## src/rtl/redirect_scoreboard_pkg.sv

```systemverilog
// Shared types and defaults for the redirect scoreboard (forwarding / load-use detection).
package redirect_scoreboard_pkg;

    localparam int DATA_W_DEF     = 32;
    localparam int REG_AW_DEF     = 5;
    localparam int N_RD_DEF       = 2;
    localparam int FWD_STAGES_DEF = 2;
    localparam int LOAD_LAT_DEF   = 1;

    // Entries carry a fixed-width index so one struct serves every REG_AW <= REG_AW_MAX.
    localparam int REG_AW_MAX = 8;

    localparam logic [REG_AW_MAX-1:0] REG_ZERO = '0;

    typedef struct packed {
        logic                  we;
        logic [REG_AW_MAX-1:0] rd;
        logic                  is_load;
    } stage_entry_t;

endpackage

```

## src/rtl/redirect_port_match.sv

```systemverilog
// One read port: finds the youngest tracked stage writing rs and picks forward / load-use / regfile.
module redirect_port_match
    import redirect_scoreboard_pkg::*;
#(
    parameter int DATA_W     = DATA_W_DEF,
    parameter int REG_AW     = REG_AW_DEF,
    parameter int FWD_STAGES = FWD_STAGES_DEF,
    parameter int LOAD_LAT   = LOAD_LAT_DEF
) (
    input  stage_entry_t [FWD_STAGES-1:0]   entries,
    input  logic [REG_AW-1:0]               rs,
    input  logic                            rs_used,
    input  logic [FWD_STAGES*DATA_W-1:0]    stage_data,
    input  logic [DATA_W-1:0]               rf_data,
    output logic                            hit,
    output logic [DATA_W-1:0]               data,
    output logic                            load_use
);

    logic [REG_AW_MAX-1:0] rs_ext;
    logic [FWD_STAGES-1:0] match;

    assign rs_ext = REG_AW_MAX'(rs);

    for (genvar gi = 0; gi < FWD_STAGES; gi++) begin : g_match
        assign match[gi] = entries[gi].we && (entries[gi].rd != REG_ZERO)
                           && (entries[gi].rd == rs_ext) && rs_used;
    end

    // Scan youngest first; the first match decides and older stages are ignored.
    always_comb begin
        logic found;
        found    = 1'b0;
        hit      = 1'b0;
        load_use = 1'b0;
        data     = rf_data;
        for (int k = 0; k < FWD_STAGES; k++) begin
            if (match[k] && !found) begin
                found = 1'b1;
                if (entries[k].is_load && ((k + 1) <= LOAD_LAT)) begin
                    load_use = 1'b1;
                end else begin
                    hit  = 1'b1;
                    data = stage_data[k*DATA_W +: DATA_W];
                end
            end
        end
    end

endmodule

```

## src/rtl/redirect_scoreboard.sv

```systemverilog
// Pipeline destination tracker with operand forwarding and load-use stall.
// Optional stall statistics counter enabled by defining REDIRECT_STATS_EN.
module redirect_scoreboard
    import redirect_scoreboard_pkg::*;
#(
    parameter int DATA_W     = DATA_W_DEF,
    parameter int REG_AW     = REG_AW_DEF,
    parameter int N_RD       = N_RD_DEF,
    parameter int FWD_STAGES = FWD_STAGES_DEF,
    parameter int LOAD_LAT   = LOAD_LAT_DEF
) (
    input  logic                          clk,
    input  logic                          rst,
    input  logic                          flush,
    input  logic                          id_valid,
    input  logic [N_RD*REG_AW-1:0]        id_rs,
    input  logic [N_RD-1:0]               id_rs_used,
    input  logic [REG_AW-1:0]             id_rd,
    input  logic                          id_we,
    input  logic                          id_is_load,
    input  logic [FWD_STAGES*DATA_W-1:0]  stage_data,
    input  logic [N_RD*DATA_W-1:0]        rf_data,
    output logic                          stall,
    output logic [N_RD-1:0]               fwd_hit,
    output logic [N_RD*DATA_W-1:0]        fwd_data,
    output logic [31:0]                   stall_cnt
);

    stage_entry_t [FWD_STAGES-1:0] entry_q, entry_d;
    logic [N_RD-1:0]               load_use;

    assign stall = id_valid && (|load_use);

    // A stalled instruction enters EX as a bubble; flush kills every in-flight write.
    always_comb begin
        entry_d         = entry_q;
        entry_d[0].we      = id_we && id_valid && !stall;
        entry_d[0].rd      = REG_AW_MAX'(id_rd);
        entry_d[0].is_load = id_is_load;
        for (int k = 1; k < FWD_STAGES; k++) begin
            entry_d[k] = entry_q[k-1];
        end
        if (flush) begin
            for (int k = 0; k < FWD_STAGES; k++) begin
                entry_d[k].we = 1'b0;
            end
        end
    end

    always_ff @(posedge clk or posedge rst) begin
        if (rst) begin
            entry_q <= '0;
        end else begin
            entry_q <= entry_d;
        end
    end

    for (genvar gi = 0; gi < N_RD; gi++) begin : g_port
        redirect_port_match #(
            .DATA_W     (DATA_W),
            .REG_AW     (REG_AW),
            .FWD_STAGES (FWD_STAGES),
            .LOAD_LAT   (LOAD_LAT)
        ) u_match (
            .entries    (entry_q),
            .rs         (id_rs[gi*REG_AW +: REG_AW]),
            .rs_used    (id_rs_used[gi]),
            .stage_data (stage_data),
            .rf_data    (rf_data[gi*DATA_W +: DATA_W]),
            .hit        (fwd_hit[gi]),
            .data       (fwd_data[gi*DATA_W +: DATA_W]),
            .load_use   (load_use[gi])
        );
    end

`ifdef REDIRECT_STATS_EN
    logic [31:0] stall_cnt_q, stall_cnt_d;

    always_comb begin
        stall_cnt_d = stall_cnt_q;
        if (stall && !flush && (stall_cnt_q != 32'hFFFF_FFFF)) begin
            stall_cnt_d = stall_cnt_q + 32'd1;
        end
    end

    always_ff @(posedge clk or posedge rst) begin
        if (rst) begin
            stall_cnt_q <= '0;
        end else begin
            stall_cnt_q <= stall_cnt_d;
        end
    end

    assign stall_cnt = stall_cnt_q;
`else
    assign stall_cnt = '0;
`endif

endmodule
```

## config.mk

```make
export PLATFORM = sky130hd
export DESIGN_NAME = redirect_scoreboard
export DESIGN_NICKNAME = d
export VERILOG_FILES = /design/src/rtl/redirect_scoreboard_pkg.sv /design/src/rtl/redirect_port_match.sv /design/src/rtl/redirect_scoreboard.sv
export SDC_FILE = /design/constraint.sdc
export NUM_CORES = 1
export LEC_CHECK = 0
export BUFFER_PORTS_ARGS = -buffer_cell sky130_fd_sc_hd__buf_2
export CAP_MARGIN = 0
export CORE_AREA = 2 2 97 99
export DETAILED_ROUTE_END_ITERATION = 10
export DIE_AREA = 0 0 99 101
export PLACE_DENSITY_LB_ADDON = 0.05
export RECOVER_POWER = 25
export SYNTH_ARGS = -nofsm -noshare
export SYNTH_HDL_FRONTEND = slang
export SYNTH_HIERARCHICAL = 1
export SYNTH_SLANG_ARGS = --single-unit
```

## constraint.sdc

```tcl
create_clock -name clk -period 2.4 [get_ports clk]
set_clock_uncertainty 0.1 [all_clocks]
set_input_delay 0.12 -clock clk [delete_from_list [all_inputs] [get_ports clk]]
set_output_delay 0.12 -clock clk [all_outputs]
set_load 0.05 [all_outputs]
```

-- Yosys cells after proc, flatten, opt, wreduce, memory -nomap -nowiden
Index checks and enable logic that the tools add are counted.
- register bits after elaboration: 13
- bits of input ports: 151
- output and inout port bits: 99
- word-level logic and storage cells: 48
- equality and inequality tests: 4
- muxes and demuxes: 18
- reductions and logical operators: 21
- operator list (kind ; number):
    $mux 32 ; 6
    $eq 5x5->1 ; 4
    $reduce_bool 8->1 ; 2
    $logic_and 1x1->1 ; 15
    $mux 1 ; 12
    $logic_not 1->1 ; 3
    $reduce_or 2->1 ; 1

-- Logic depth before layout (Yosys ltp)
Gate-level depths: netlist of run 1.
- depth after elaboration: 10
- mapped depth: 7
- mapped depth without buffers: 5

-- Cells and area by module
Netlist of run 1, hierarchy kept.
- by module, submodules not included (module ; instances ; cells each ; area an instance (um2) ; seq. area each (um2)):
    redirect_port_match ; 2 ; 105 ; 813.3 ; 0.0
    redirect_scoreboard ; 1 ; 52 ; 628.1 ; 350.3

-- Worst setup path after synthesis of run 1
No wires, ideal clock.
- path kind: reg2out
- start: register entry_q, in the netlist entry_d[13]
- end: output fwd_data[10]
- arrival: 2081 ps
- data required time: 2180 ps
- setup slack: 99 ps
- cell stages (with the launch flop): 8
- cells stage by stage: dfrtp_1 or4_1 a21oi_2 or3_1 and2_1 buf_6 buf_6 a221o_1
- cells in the longest elaborated chain, start to end: 8
- elaborated cells on any way between the ends: 10
- those cells by class: 1 x eq/ne; 3 x mux; 6 x reduce/logical
- RTL lines (what ; line ; text):
    from (decl) ; redirect_scoreboard.sv:29 ; stage_entry_t [FWD_STAGES-1:0] entry_q, entry_d;
    from (signal assigned) ; redirect_scoreboard.sv:54 ; entry_q <= entry_d;
    $reduce_bool 8->1 ; redirect_port_match.sv:26 ; assign match[gi] = entries[gi].we && (entries[gi].rd != REG_ZERO)
    $logic_and 1x1->1 ; redirect_port_match.sv:26 ;
    $logic_and 1x1->1 (*) (2 in a row) ; redirect_port_match.sv:27 ; && (entries[gi].rd == rs_ext) && rs_used;
    $mux 1 ; redirect_port_match.sv:38 ; if (match[k] && !found) begin
    $logic_not 1->1 ; redirect_port_match.sv:38 ;
    $logic_and 1x1->1 ; redirect_port_match.sv:38 ;
    $mux 32 (*) ; redirect_port_match.sv:38 ;
    to (decl) ; redirect_scoreboard.sv:25 ; output logic [N_RD*DATA_W-1:0] fwd_data,
Every way passes the cells marked *; elsewhere a longest branch is shown, timed or not.

-- Final worst setup path of run 1
- start: register entry_q, in the netlist entry_d[13]
- end: output fwd_data[29]
The elaborated chain is that of the path after synthesis.

==> out/metrics.csv, run 1 <==
stage,metric,value,unit
cts,count of H-tree levels built during CTS,1,
sta,peak clock frequency supported by timing,376,MHz
synthesis,post-synthesis instance area,2230,µm²
setup_path,FF-to-FF path depth,5,
setup_path,arrival time reported for the critical path endpoint,2440,ps
cts,clock input transition at the sequential cells of the worst setup and hold paths,60,ps
pwr,design internal power,0.000637,W
layout,fraction of layout instances using a drive strength above 1,52.2,%
floorplan,starting density of the core,24.8,%
grt,wire length of the first global-routing pass,14900,µm
pwr,total net switching power,0.000553,W
placement,area after detailed placement,3560,µm²
detailed_routing,routed wire length,10500,µm
placement,DPL Wire Length,8220,µm
setup_path,CP most frequent cell,sky130_fd_sc_hd__a21oi_4,
floorplan,horizontal die dimension,99,µm
setup_path,Worst Path Buf+Inv,3,
cts,clock buffers created by TritonCTS,3,
synthesis,Yosys warning count,6,
grt,via count of the first global-routing pass,2943,
detailed_routing,length of routed met3 wiring,740,µm
cts,CTS tree,built,
sta,count of final setup violators,66,
synthesis,mean area per synthesized cell,8.54,µm²
placement,GPL Wtd Cong,0.877,
setup_path,biggest fanout along the worst timing path,18,
setup_path,max incr delay on CP,560,ps
layout,area added between synthesis and finish,85.9,%
cts,clock tree root buffer cell,sky130_fd_sc_hd__clkbuf_8,
sta,Final Max Tran Viols,0,
detailed_routing,detailed-router iteration count before antenna repair,4,
setup_path,capturing element type of the critical path,output port,
setup_path,critical path's slowest cell,sky130_fd_sc_hd__or4_4,
setup_path,sequence of cells on the critical path,"or4_4, a21oi_4, or3_1, buf_4, a21oi_4, buf_12, a221o_1, buf_6",
run,number of max-cap violations,0,
detailed_routing,drt first-iter violations,88,
sta,worst hold margin,9.38,ps
pwr,power share of the sequential group,20.5,%
layout,antenna diode count,0,
pwr,clock network power share,16.3,%
layout,final design instance area without fill,4140,µm²
detailed_routing,total via count after detailed routing,2943,
cts,Clock Latency Late Sink,240,ps
layout,Filler Cells Inserted,924,
floorplan,Die Area,10000,µm²
floorplan,Vert. Die Dim,101,µm
detailed_routing,detailed-routing wirelength on met1,3990,µm
status,result of the run,"finished, violations left",
detailed_routing,detailed-route wire length per cell,16.9,µm
detailed_routing,drc violations,0,
setup_path,required time worst endpoint,2180,ps
sta,measured slew at the worst slew-check pin,562,ps
grt,all-layer global routing usage,18.5,%
setup_path,cell family contributing the most delay on the critical path,simple AND/OR/NAND/NOR gates,
setup_path,WP depth,8,
layout,Reg area,328,µm²
setup_path,critical path startpoint category,flop,
pwr,Combinational Power Share,63.2,%
hold_path,worst hold path type,input pin to flop,
sta,least setup slack across all paths after layout,-262,ps
layout,multi-input combinational cell area,1740,µm²
detailed_routing,count of nets left with antenna violations after detail routing,0,
sta,final period utilization,111,%
grt,maximum number of pins on one net before global-route repair,33,
floorplan,I/O Pins,250,
setup_path,Setup CP Type,flop to output port,
detailed_routing,routed wire length on met2,5630,µm
sta,time the final worst path needs with I/O delays and setup,2660,ps
sta,number of hold-slack violations in the final timing report,0,
detailed_routing,uppermost layer routed,met5,
layout,total number of nets in the final design,660,
grt,global-route congestion overflow total,0,
floorplan,floorplan core area,8980,µm²
detailed_routing,vias per cell,4.75,
placement,count of port buffers added during placement,217,
pwr,Leak Pwr,2.07,nW
sta,unrepaired setup endpoints after global routing,true,
grt,antenna violations before repair,1,
floorplan,total number of placement rows,35,
pwr,Switching Fraction,46.5,%
cts,buffer depth of the longest clock path,2,
synthesis,synthesized instance count,261,
cts,clock sinks,13,
pwr,power density relative to cell area,287,nW/µm²
pwr,largest voltage drop on the vdd net,0.404,mV
sta,relative max-transition margin,62.0,%
hold_path,cell depth of the worst min-delay path,3,
status,violated checks,negative setup slack,
sta,setup TNS after final layout,-14210,ps
final cells by class:
| cell class | instances | share of cell area, % |
|---|---|---|
| Clock buffer | 4 | 1.09 |
| Inverter | 3 | 0.272 |
| Multi-Input combinational cell | 236 | 42.1 |
| Sequential cell | 13 | 7.91 |
| Tap cell | 111 | 3.35 |
| Timing Repair Buffer | 252 | 45.3 |
through the flow:
step,setup WS [ps],util (%),instances,total power (W)
finish,-262,46.2,619,0.00119
floorplan,99.1,-,304,0.000709
global placement,-127,39.6,606,0.000896
detailed placement,-85.3,39.6,606,0.000894
global route,-330,46.2,619,0.00124
CTS,-270,44.8,619,0.00117
worst min-delay path, delay by kind of cell:
kind,cells,cell delay (ps)
buffers and inverters,1,90
AND/OR/NAND/NOR,2,100
cells in the final DEF, fill, tap and decap left out, types with 2 or more instances in the layout:
cell type	n
sky130_fd_sc_hd__a221o_1	64
sky130_fd_sc_hd__nor4b_1	3
sky130_fd_sc_hd__buf_12	8
sky130_fd_sc_hd__dfrtp_1	11
sky130_fd_sc_hd__or3_1	2
sky130_fd_sc_hd__buf_4	20
sky130_fd_sc_hd__dfrtp_2	2
sky130_fd_sc_hd__xnor2_1	10
sky130_fd_sc_hd__buf_2	151
sky130_fd_sc_hd__nor4_1	3
sky130_fd_sc_hd__nor4_2	4
sky130_fd_sc_hd__xnor2_2	2
sky130_fd_sc_hd__dlygate4sd3_1	8
sky130_fd_sc_hd__a21oi_4	3
sky130_fd_sc_hd__and2_1	69
sky130_fd_sc_hd__a21oi_2	2
sky130_fd_sc_hd__nand2_1	5
sky130_fd_sc_hd__inv_1	3
sky130_fd_sc_hd__conb_1	44
sky130_fd_sc_hd__clkbuf_8	3
sky130_fd_sc_hd__nor4b_2	3
sky130_fd_sc_hd__nor2_1	4
sky130_fd_sc_hd__nand4_1	6
sky130_fd_sc_hd__xor2_1	4
sky130_fd_sc_hd__or4_1	3
sky130_fd_sc_hd__buf_6	65
power groups by stage:
stage	clock network (W)	logic [W]	registers (W)
after floorplan	0	0.000466	0.000244
after global placement	0	0.000649	0.000247
after detailed placement	0	0.000647	0.000247
after CTS	0.000199	0.000727	0.000243
after global routing	0.000209	0.000786	0.000246
final	0.000194	0.000751	0.000244
flip-flops by register name (all words and copies together) (netlist names):
signal / flops
entry_d: 6
entry_q: 7
worst paths after layout:
| path | start | to | slack (ps) |
|---|---|---|---|
| setup / recovery | entry_d[13] | fwd_data[29] | -260 |
| hold / removal | id_we | entry_q[9] | 9 |
| setup reg to reg | entry_d[13] | entry_q[9] | 560 |
| hold reg to reg | entry_d[15] | entry_q[15] | 340 |
| max in group asynchronous | rst | entry_d[14] | 1480 |
| min in group asynchronous | rst | entry_d[10] | 350 |
what timing repair did:
| action | in CTS | in global routing |
|---|---|---|
| hold buffers | 8 | 0 |
| endpoints found under the setup margin | 66 | 67 |
| setup buffers | 1 | 0 |
| hold endpoints to repair | 21 | 0 |
| pin swaps | 2 | 1 |
| resized for setup | 109 | 32 |
metal layers:
metal,up-vias,track usage (%)
li1,1430,-
met1,1354,20.7
met2,145,36.7
met3,12,3.12
met4,2,2.95
met5,-,0
(Power assumes the default switching activity.)
==> inputs of run 2 (changes only) <==
--- a/config.mk
+++ b/config.mk
@@ -8,10 +8,13 @@
 export BUFFER_PORTS_ARGS = -buffer_cell sky130_fd_sc_hd__buf_2
 export CAP_MARGIN = 0
 export CORE_AREA = 2 2 97 99
+export CTS_CLUSTER_SIZE = 28
 export DETAILED_ROUTE_END_ITERATION = 10
 export DIE_AREA = 0 0 99 101
 export PLACE_DENSITY_LB_ADDON = 0.05
 export RECOVER_POWER = 25
+export SKIP_LAST_GASP = 1
+export SLEW_MARGIN = 30
 export SYNTH_ARGS = -nofsm -noshare
 export SYNTH_HDL_FRONTEND = slang
 export SYNTH_HIERARCHICAL = 1
==> run 2 against run 1 <==
The run still ends with negative setup slack left. Sequential power about the same. Total power decreased by 2.1%. Non-clock buffer count unchanged. Hold slack improved by 0.53 ps. Via count increased by 0.99%. Critical endpoint unchanged.
==> out/metrics.csv, run 2 (same netlist as run 1, synthesis figures left out) <==
stage,metric,value,unit,change
status,result of the run,"finished, violations left",,unchanged
status,violated checks,negative setup slack,,unchanged
sta,unrepaired setup endpoints after global routing,true,,unchanged
pwr,Combinational Power Share,62.4,%,was 63.2%
setup_path,required time worst endpoint,2180,ps,about the same
detailed_routing,routed wire length,10300,µm,was 10500 µm
placement,area after detailed placement,3560,µm²,unchanged
hold_path,Hold Path Sink,entry_q[9],,unchanged
detailed_routing,drc violations,0,,unchanged
setup_path,sequence of cells on the critical path,"or4_4, a21oi_4, or3_1, buf_4, a21oi_4, buf_12, a221o_1, buf_6",,unchanged
pwr,power share of the sequential group,21.0,%,was 20.5%
cts,clock input transition at the sequential cells of the worst setup and hold paths,50,ps,was 60 ps
floorplan,starting density of the core,24.8,%,unchanged
placement,GPL Wtd Cong,0.877,,unchanged
setup_path,CP most frequent cell,sky130_fd_sc_hd__a21oi_4,,unchanged
detailed_routing,drt first-iter violations,96,,was 88
sta,relative max-transition margin,62.0,%,about the same
sta,worst hold margin,9.91,ps,was 9.38 ps
grt,via count of the first global-routing pass,2920,,was 2943
pwr,power density relative to cell area,290,nW/µm²,was 287 nW/µm²
pwr,design internal power,0.000618,W,was 0.000637 W
sta,least setup slack across all paths after layout,-271,ps,was -262 ps
setup_path,max incr delay on CP,560,ps,about the same
hold_path,worst hold path type,input pin to flop,,unchanged
cts,clock tree root buffer cell,sky130_fd_sc_hd__clkbuf_8,,unchanged
setup_path,R2R Path Start,entry_d[13],,unchanged
pwr,clock network power share,16.6,%,was 16.3%
setup_path,arrival time reported for the critical path endpoint,2450,ps,was 2440 ps
layout,antenna diode count,0,,unchanged
placement,count of port buffers added during placement,217,,unchanged
floorplan,I/O Pins,250,,unchanged
setup_path,biggest fanout along the worst timing path,18,,unchanged
layout,most common library cell in the layout ignoring fill and taps,sky130_fd_sc_hd__buf_2,,unchanged
cts,buffer depth of the longest clock path,2,,unchanged
floorplan,horizontal die dimension,99,µm,unchanged
sta,measured slew at the worst slew-check pin,562,ps,about the same
detailed_routing,detailed-router iteration count before antenna repair,4,,unchanged
pwr,Switching Fraction,46.9,%,was 46.5%
sta,number of hold-slack violations in the final timing report,0,,unchanged
setup_path,Worst R2R Setup Slack,550,ps,was 560 ps
grt,all-layer global routing usage,18.4,%,was 18.5%
placement,DPL Wire Length,8220,µm,unchanged
sta,peak clock frequency supported by timing,374,MHz,was 376 MHz
layout,fraction of layout instances using a drive strength above 1,52.2,%,unchanged
pwr,Leak Pwr,2.03,nW,was 2.07 nW
cts,Clock Latency Late Sink,240,ps,about the same
setup_path,critical path startpoint category,flop,,unchanged
cts,clock buffers created by TritonCTS,3,,unchanged
setup_path,capturing element type of the critical path,output port,,unchanged
grt,global-route congestion overflow total,0,,unchanged
setup_path,RR Endpoint,entry_q[9],,unchanged
detailed_routing,total via count after detailed routing,2972,,was 2943
sta,Final Max Tran Viols,0,,unchanged
layout,final design instance area without fill,4010,µm²,was 4140 µm²
hold_path,cell depth of the worst min-delay path,3,,unchanged
run,number of max-cap violations,0,,unchanged
detailed_routing,detailed-route wire length per cell,16.6,µm,was 16.9 µm
layout,most used cells in the layout excluding fill and tap cells,"153 x sky130_fd_sc_hd__buf_2, 69 x sky130_fd_sc_hd__and2_1, 64 x sky130_fd_sc_hd__a221o_1",,"was 151 x sky130_fd_sc_hd__buf_2, 69 x sky130_fd_sc_hd__and2_1, 65 x sky130_fd_sc_hd__buf_6"
detailed_routing,count of nets left with antenna violations after detail routing,0,,unchanged
setup_path,FF-to-FF path depth,5,,unchanged
setup_path,critical path's slowest cell,sky130_fd_sc_hd__or4_4,,unchanged
cts,clock sinks,13,,unchanged
grt,maximum number of pins on one net before global-route repair,33,,unchanged
cts,CTS tree,built,,unchanged
layout,total number of nets in the final design,660,,unchanged
floorplan,floorplan core area,8980,µm²,unchanged
layout,area added between synthesis and finish,79.9,%,was 85.9%
sta,final period utilization,111,%,about the same
grt,wire length of the first global-routing pass,14900,µm,about the same
sta,time the final worst path needs with I/O delays and setup,2670,ps,was 2660 ps
layout,Largest register FFs,7,,unchanged
pwr,total net switching power,0.000546,W,was 0.000553 W
floorplan,Die Area,10000,µm²,unchanged
cts,count of H-tree levels built during CTS,1,,unchanged
grt,antenna violations before repair,1,,unchanged
layout,Largest Register,entry_q,,unchanged
floorplan,total number of placement rows,35,,unchanged
floorplan,Vert. Die Dim,101,µm,unchanged
detailed_routing,vias per cell,4.80,,was 4.75
pwr,largest voltage drop on the vdd net,0.403,mV,was 0.404 mV
sta,count of final setup violators,66,,unchanged
setup_path,Setup CP Type,flop to output port,,unchanged
hold_path,beginning of the worst hold path,id_we,,unchanged
-- run 2: cell count changes in the layout (fill, tap and decap cells not counted) --
cell                    delta
sky130_fd_sc_hd__buf_6    -34
sky130_fd_sc_hd__buf_4    +32
sky130_fd_sc_hd__buf_2     +2
-- run 2: power groups by stage --
stage	Combinational [W]	Clock, W	Sequential, W
after floorplan	0.000466	0	0.000244
after global placement	0.000649	0	0.000247
after detailed placement	0.000647	0	0.000247
after CTS	0.000719	0.000199	0.000243
after global routing	0.000761	0.000209	0.000246
final	0.000727	0.000193	0.000244
-- run 2: worst max path at each step --
stage / from / to / slack [ps] / cells after the start
final: entry_d[13] / fwd_data[29] / -270 / 8
after global routing: entry_d[13] / fwd_data[24] / -330 / 8
after CTS: entry_d[13] / fwd_data[29] / -270 / 8
after detailed placement: entry_d[13] / fwd_data[29] / -90 / 8
after global placement: entry_q[11] / fwd_data[29] / -130 / 8
after floorplan: entry_d[13] / fwd_data[10] / 100 / 7
-- run 2: metal layers --
metal | vias to the layer above | routed length, µm | GRT usage (%)
met5 | - | 16 | 0
met4 | 2 | 139 | 3.48
met3 | 16 | 732 | 3.05
met2 | 147 | 5420 | 35.9
met1 | 1378 | 3970 | 20.9
li1 | 1429 | - | -
-- run 2: final cells by class --
class | instances | area (µm²)
clock buffer | 4 | 45.0
fill | 931 | 4970
inverter | 3 | 11.3
multi-input combinational | 236 | 1740
sequential | 13 | 328
tap | 111 | 139
timing repair buffer | 252 | 1750
-- run 2: timing repair --
action	in CTS	in global routing
endpoints found under the setup margin	66	67
setup buffers	1	0
hold buffers	8	0
pin swaps	2	1
hold endpoints to repair	21	0
gates resized for setup	95	10
-- run 2: through the flow --
| stage | worst slack [ps] | util [%] | power, W | setup TNS (ps) | std cells |
|---|---|---|---|---|---|
| floorplan | 99.1 | - | 0.000709 | 0 | 304 |
| global placement | -127 | 39.6 | 0.000896 | -2370 | 606 |
| detailed placement | -85.3 | 39.6 | 0.000894 | -1250 | 606 |
| CTS | -270 | 44.2 | 0.00116 | -15830 | 619 |
| global route | -333 | 44.7 | 0.00122 | -19960 | 619 |
| finish | -271 | 44.7 | 0.00116 | -15060 | 619 |
-- run 2: worst max-delay path, delay by kind of cell (launching register included) --
kind | cells | cell delay, ps
compound gates | 3 | 590
buf+inv | 3 | 460
flops | 1 | 440
simple gates | 2 | 700
==> inputs of run 3 (changes only) <==
==> constraint.sdc (replaced) <==
create_clock -name clk -period 2.4 [get_ports clk]
set_clock_uncertainty 0.1 [all_clocks]
set_input_delay 0 -clock clk [delete_from_list [all_inputs] [get_ports clk]]
set_output_delay 0 -clock clk [all_outputs]
set_load 0.05 [all_outputs]
==> run 3 against run 2 <==
The flow still finishes with violations (negative setup slack). Worst setup slack improved by 69 ps. Total power up 3.8%. Sequential share of layout area is 0.87 points lower. Clock power is essentially flat. Cell area increased by 11%. Non-clock buffer count increased by 16. Count of clock-buffer cells in the layout unchanged. Via count grew 1.6%. Maximum frequency rose by 2.7%. Critical path depth increased by 2. Combinational power up 6.1%. Hold slack improved by 210 ps.
==> out/metrics.csv, run 3 (same netlist as run 1, synthesis figures left out) <==
stage,metric,value,unit,change
status,result of the run,"finished, violations left",,unchanged
status,violated checks,negative setup slack,,unchanged
sta,peak clock frequency supported by timing,384,MHz,was 374 MHz
grt,via count of the first global-routing pass,2951,,was 2920
cts,clock buffers created by TritonCTS,3,,unchanged
sta,Final Max Tran Viols,0,,unchanged
floorplan,horizontal die dimension,99,µm,unchanged
layout,most common library cell in the layout ignoring fill and taps,sky130_fd_sc_hd__buf_2,,unchanged
setup_path,Setup CP Type,flop to output port,,unchanged
setup_path,max incr delay on CP,480,ps,was 560 ps
placement,area after detailed placement,3500,µm²,was 3560 µm²
grt,wire length of the first global-routing pass,15200,µm,was 14900 µm
pwr,power share of the sequential group,20.1,%,was 21.0%
setup_path,CP most frequent cell,sky130_fd_sc_hd__buf_6,,was sky130_fd_sc_hd__a21oi_4
sta,least setup slack across all paths after layout,-202,ps,was -271 ps
setup_path,critical path's slowest cell,sky130_fd_sc_hd__or4_1,,was sky130_fd_sc_hd__or4_4
detailed_routing,detailed-router iteration count before antenna repair,4,,unchanged
sta,setup TNS after final layout,-10680,ps,was -15060 ps
floorplan,Vert. Die Dim,101,µm,unchanged
setup_path,Worst R2R Setup Slack,450,ps,was 550 ps
pwr,Combinational Power Share,63.8,%,was 62.4%
layout,most used cells in the layout excluding fill and tap cells,"151 x sky130_fd_sc_hd__buf_2, 72 x sky130_fd_sc_hd__buf_6, 64 x sky130_fd_sc_hd__a221o_1",,"was 153 x sky130_fd_sc_hd__buf_2, 69 x sky130_fd_sc_hd__and2_1, 64 x sky130_fd_sc_hd__a221o_1"
placement,placed insts,602,,was 606
detailed_routing,drc violations,0,,unchanged
layout,Filler Cells Inserted,904,,was 931
detailed_routing,total via count after detailed routing,3019,,was 2972
cts,clock input transition at the sequential cells of the worst setup and hold paths,60,ps,was 50 ps
layout,multi-input combinational cell area,1830,µm²,was 1740 µm²
sta,measured slew at the worst slew-check pin,569,ps,was 562 ps
hold_path,worst hold path type,input pin to async pin,,was input pin to flop
layout,antenna diode count,0,,unchanged
grt,global-route congestion overflow total,0,,unchanged
layout,fraction of layout instances using a drive strength above 1,55.5,%,was 52.2%
layout,area added between synthesis and finish,100,%,was 79.9%
layout,Reg area,327,µm²,was 328 µm²
layout,final design instance area without fill,4470,µm²,was 4010 µm²
pwr,total net switching power,0.000560,W,was 0.000546 W
pwr,power density relative to cell area,270,nW/µm²,was 290 nW/µm²
grt,all-layer global routing usage,19.0,%,was 18.4%
layout,Largest register FFs,7,,unchanged
run,number of max-cap violations,0,,unchanged
placement,GPL Wtd Cong,0.792,,was 0.877
pwr,Leak Pwr,2.22,nW,was 2.03 nW
setup_path,required time worst endpoint,2300,ps,was 2180 ps
detailed_routing,routed wire length on met2,5900,µm,was 5420 µm
pwr,clock network power share,16.1,%,was 16.6%
detailed_routing,routed wire length,10900,µm,was 10300 µm
pwr,largest voltage drop on the vdd net,0.209,mV,was 0.403 mV
setup_path,biggest fanout along the worst timing path,14,,was 18
floorplan,Die Area,10000,µm²,unchanged
floorplan,starting density of the core,24.8,%,unchanged
pwr,design internal power,0.000648,W,was 0.000618 W
setup_path,critical path startpoint category,flop,,unchanged
placement,DPL Wire Length,8160,µm,was 8220 µm
cts,clock sinks,13,,unchanged
floorplan,floorplan core area,8980,µm²,unchanged
grt,maximum number of pins on one net before global-route repair,33,,unchanged
detailed_routing,detailed-route wire length per cell,17.1,µm,was 16.6 µm
detailed_routing,detailed-routing wirelength on met1,4150,µm,was 3970 µm
floorplan,I/O Pins,250,,unchanged
cts,buffer depth of the longest clock path,2,,unchanged
placement,count of port buffers added during placement,217,,unchanged
setup_path,sequence of cells on the critical path,"buf_6, or4_1, a21oi_2, or3_4, buf_4, a21oi_4, buf_6, buf_12, a221o_1, buf_6",,"was or4_4, a21oi_4, or3_1, buf_4, a21oi_4, buf_12, a221o_1, buf_6"
setup_path,capturing element type of the critical path,output port,,unchanged
detailed_routing,uppermost layer routed,met5,,unchanged
detailed_routing,count of nets left with antenna violations after detail routing,0,,unchanged
setup_path,arrival time reported for the critical path endpoint,2500,ps,was 2450 ps
cts,count of H-tree levels built during CTS,1,,unchanged
floorplan,total number of placement rows,35,,unchanged
sta,final period utilization,108,%,was 111%
sta,relative max-transition margin,61.5,%,was 62.0%
layout,total number of nets in the final design,676,,was 660
cts,CTS tree,built,,unchanged
cts,clock tree root buffer cell,sky130_fd_sc_hd__clkbuf_8,,unchanged
layout,final non-filler cell total,635,,was 619
layout,Largest Register,entry_q,,unchanged
sta,number of hold-slack violations in the final timing report,0,,unchanged
sta,unrepaired setup endpoints after global routing,true,,unchanged
cts,Clock Latency Late Sink,240,ps,about the same
grt,antenna violations before repair,1,,unchanged
pwr,Switching Fraction,46.4,%,was 46.9%
detailed_routing,drt first-iter violations,137,,was 96
detailed_routing,length of routed met3 wiring,728,µm,was 732 µm
sta,count of final setup violators,64,,was 66
detailed_routing,vias per cell,4.75,,was 4.80
sta,time the final worst path needs with I/O delays and setup,2600,ps,was 2670 ps
run 3: repair_timing:
item | CTS | global route
gates cloned | 2 | 3
hold buffers | 10 | 0
resized for setup | 106 | 62
setup buffers | 10 | 4
setup endpoints to repair | 66 | 66
pin swaps | 8 | 15
hold endpoints to repair | 21 | 0
run 3: layout make-up:
class	instances	area share, %
sequential	13	7.31
tap	111	3.11
clock buffer	4	1.01
multi-input combinational	236	41.0
timing repair buffer	268	47.4
inverter	3	0.252
run 3: metrics by stage:
step,total power [W],util (%),hold slack [ps],worst slack [ps]
floorplan,0.000709,-,-223,219
global placement,0.000894,39.0,-30.7,-63.6
detailed placement,0.000892,39.0,-51.8,-92.6
CTS,0.00117,46.0,235,-240
global route,0.00126,49.8,279,-275
finish,0.00121,49.8,217,-202
run 3: worst max-delay path, delay by kind of cell, from the launching register on:
family,cells,cell delay (ps)
AOI/OAI and AO/OA,3,560
buffers and inverters,5,690
and+or+nand+nor,2,630
DFF,1,380
run 3: path summary, 6_finish.rpt:
| path | depth (start not counted) | start | end |
|---|---|---|---|
| max | 10 | entry_d[11] | fwd_data[15] |
| min | 3 | rst | entry_d[10] |
| max reg2reg | 7 | entry_d[11] | entry_q[9] |
| min reg2reg | 0 | entry_d[14] | entry_q[14] |
| max in group asynchronous | 3 | rst | entry_d[14] |
| min in group clk | 3 | rf_data[50] | fwd_data[50] |
run 3: power by group through the flow:
stage | registers (W) | clock network [W] | logic, W
finish | 0.000243 | 0.000194 | 0.000771
global route | 0.000245 | 0.000212 | 0.000806
CTS | 0.000243 | 0.000196 | 0.000729
detailed placement | 0.000246 | 0 | 0.000647
global placement | 0.000246 | 0 | 0.000648
floorplan | 0.000244 | 0 | 0.000466
run 3: per-layer routing:
layer  vias up  global-route usage [%]
met1      1409                    21.1
met3        13                    3.81
met4         2                    2.63
met2       137                    37.9
li1       1458                       -
met5         -                       0
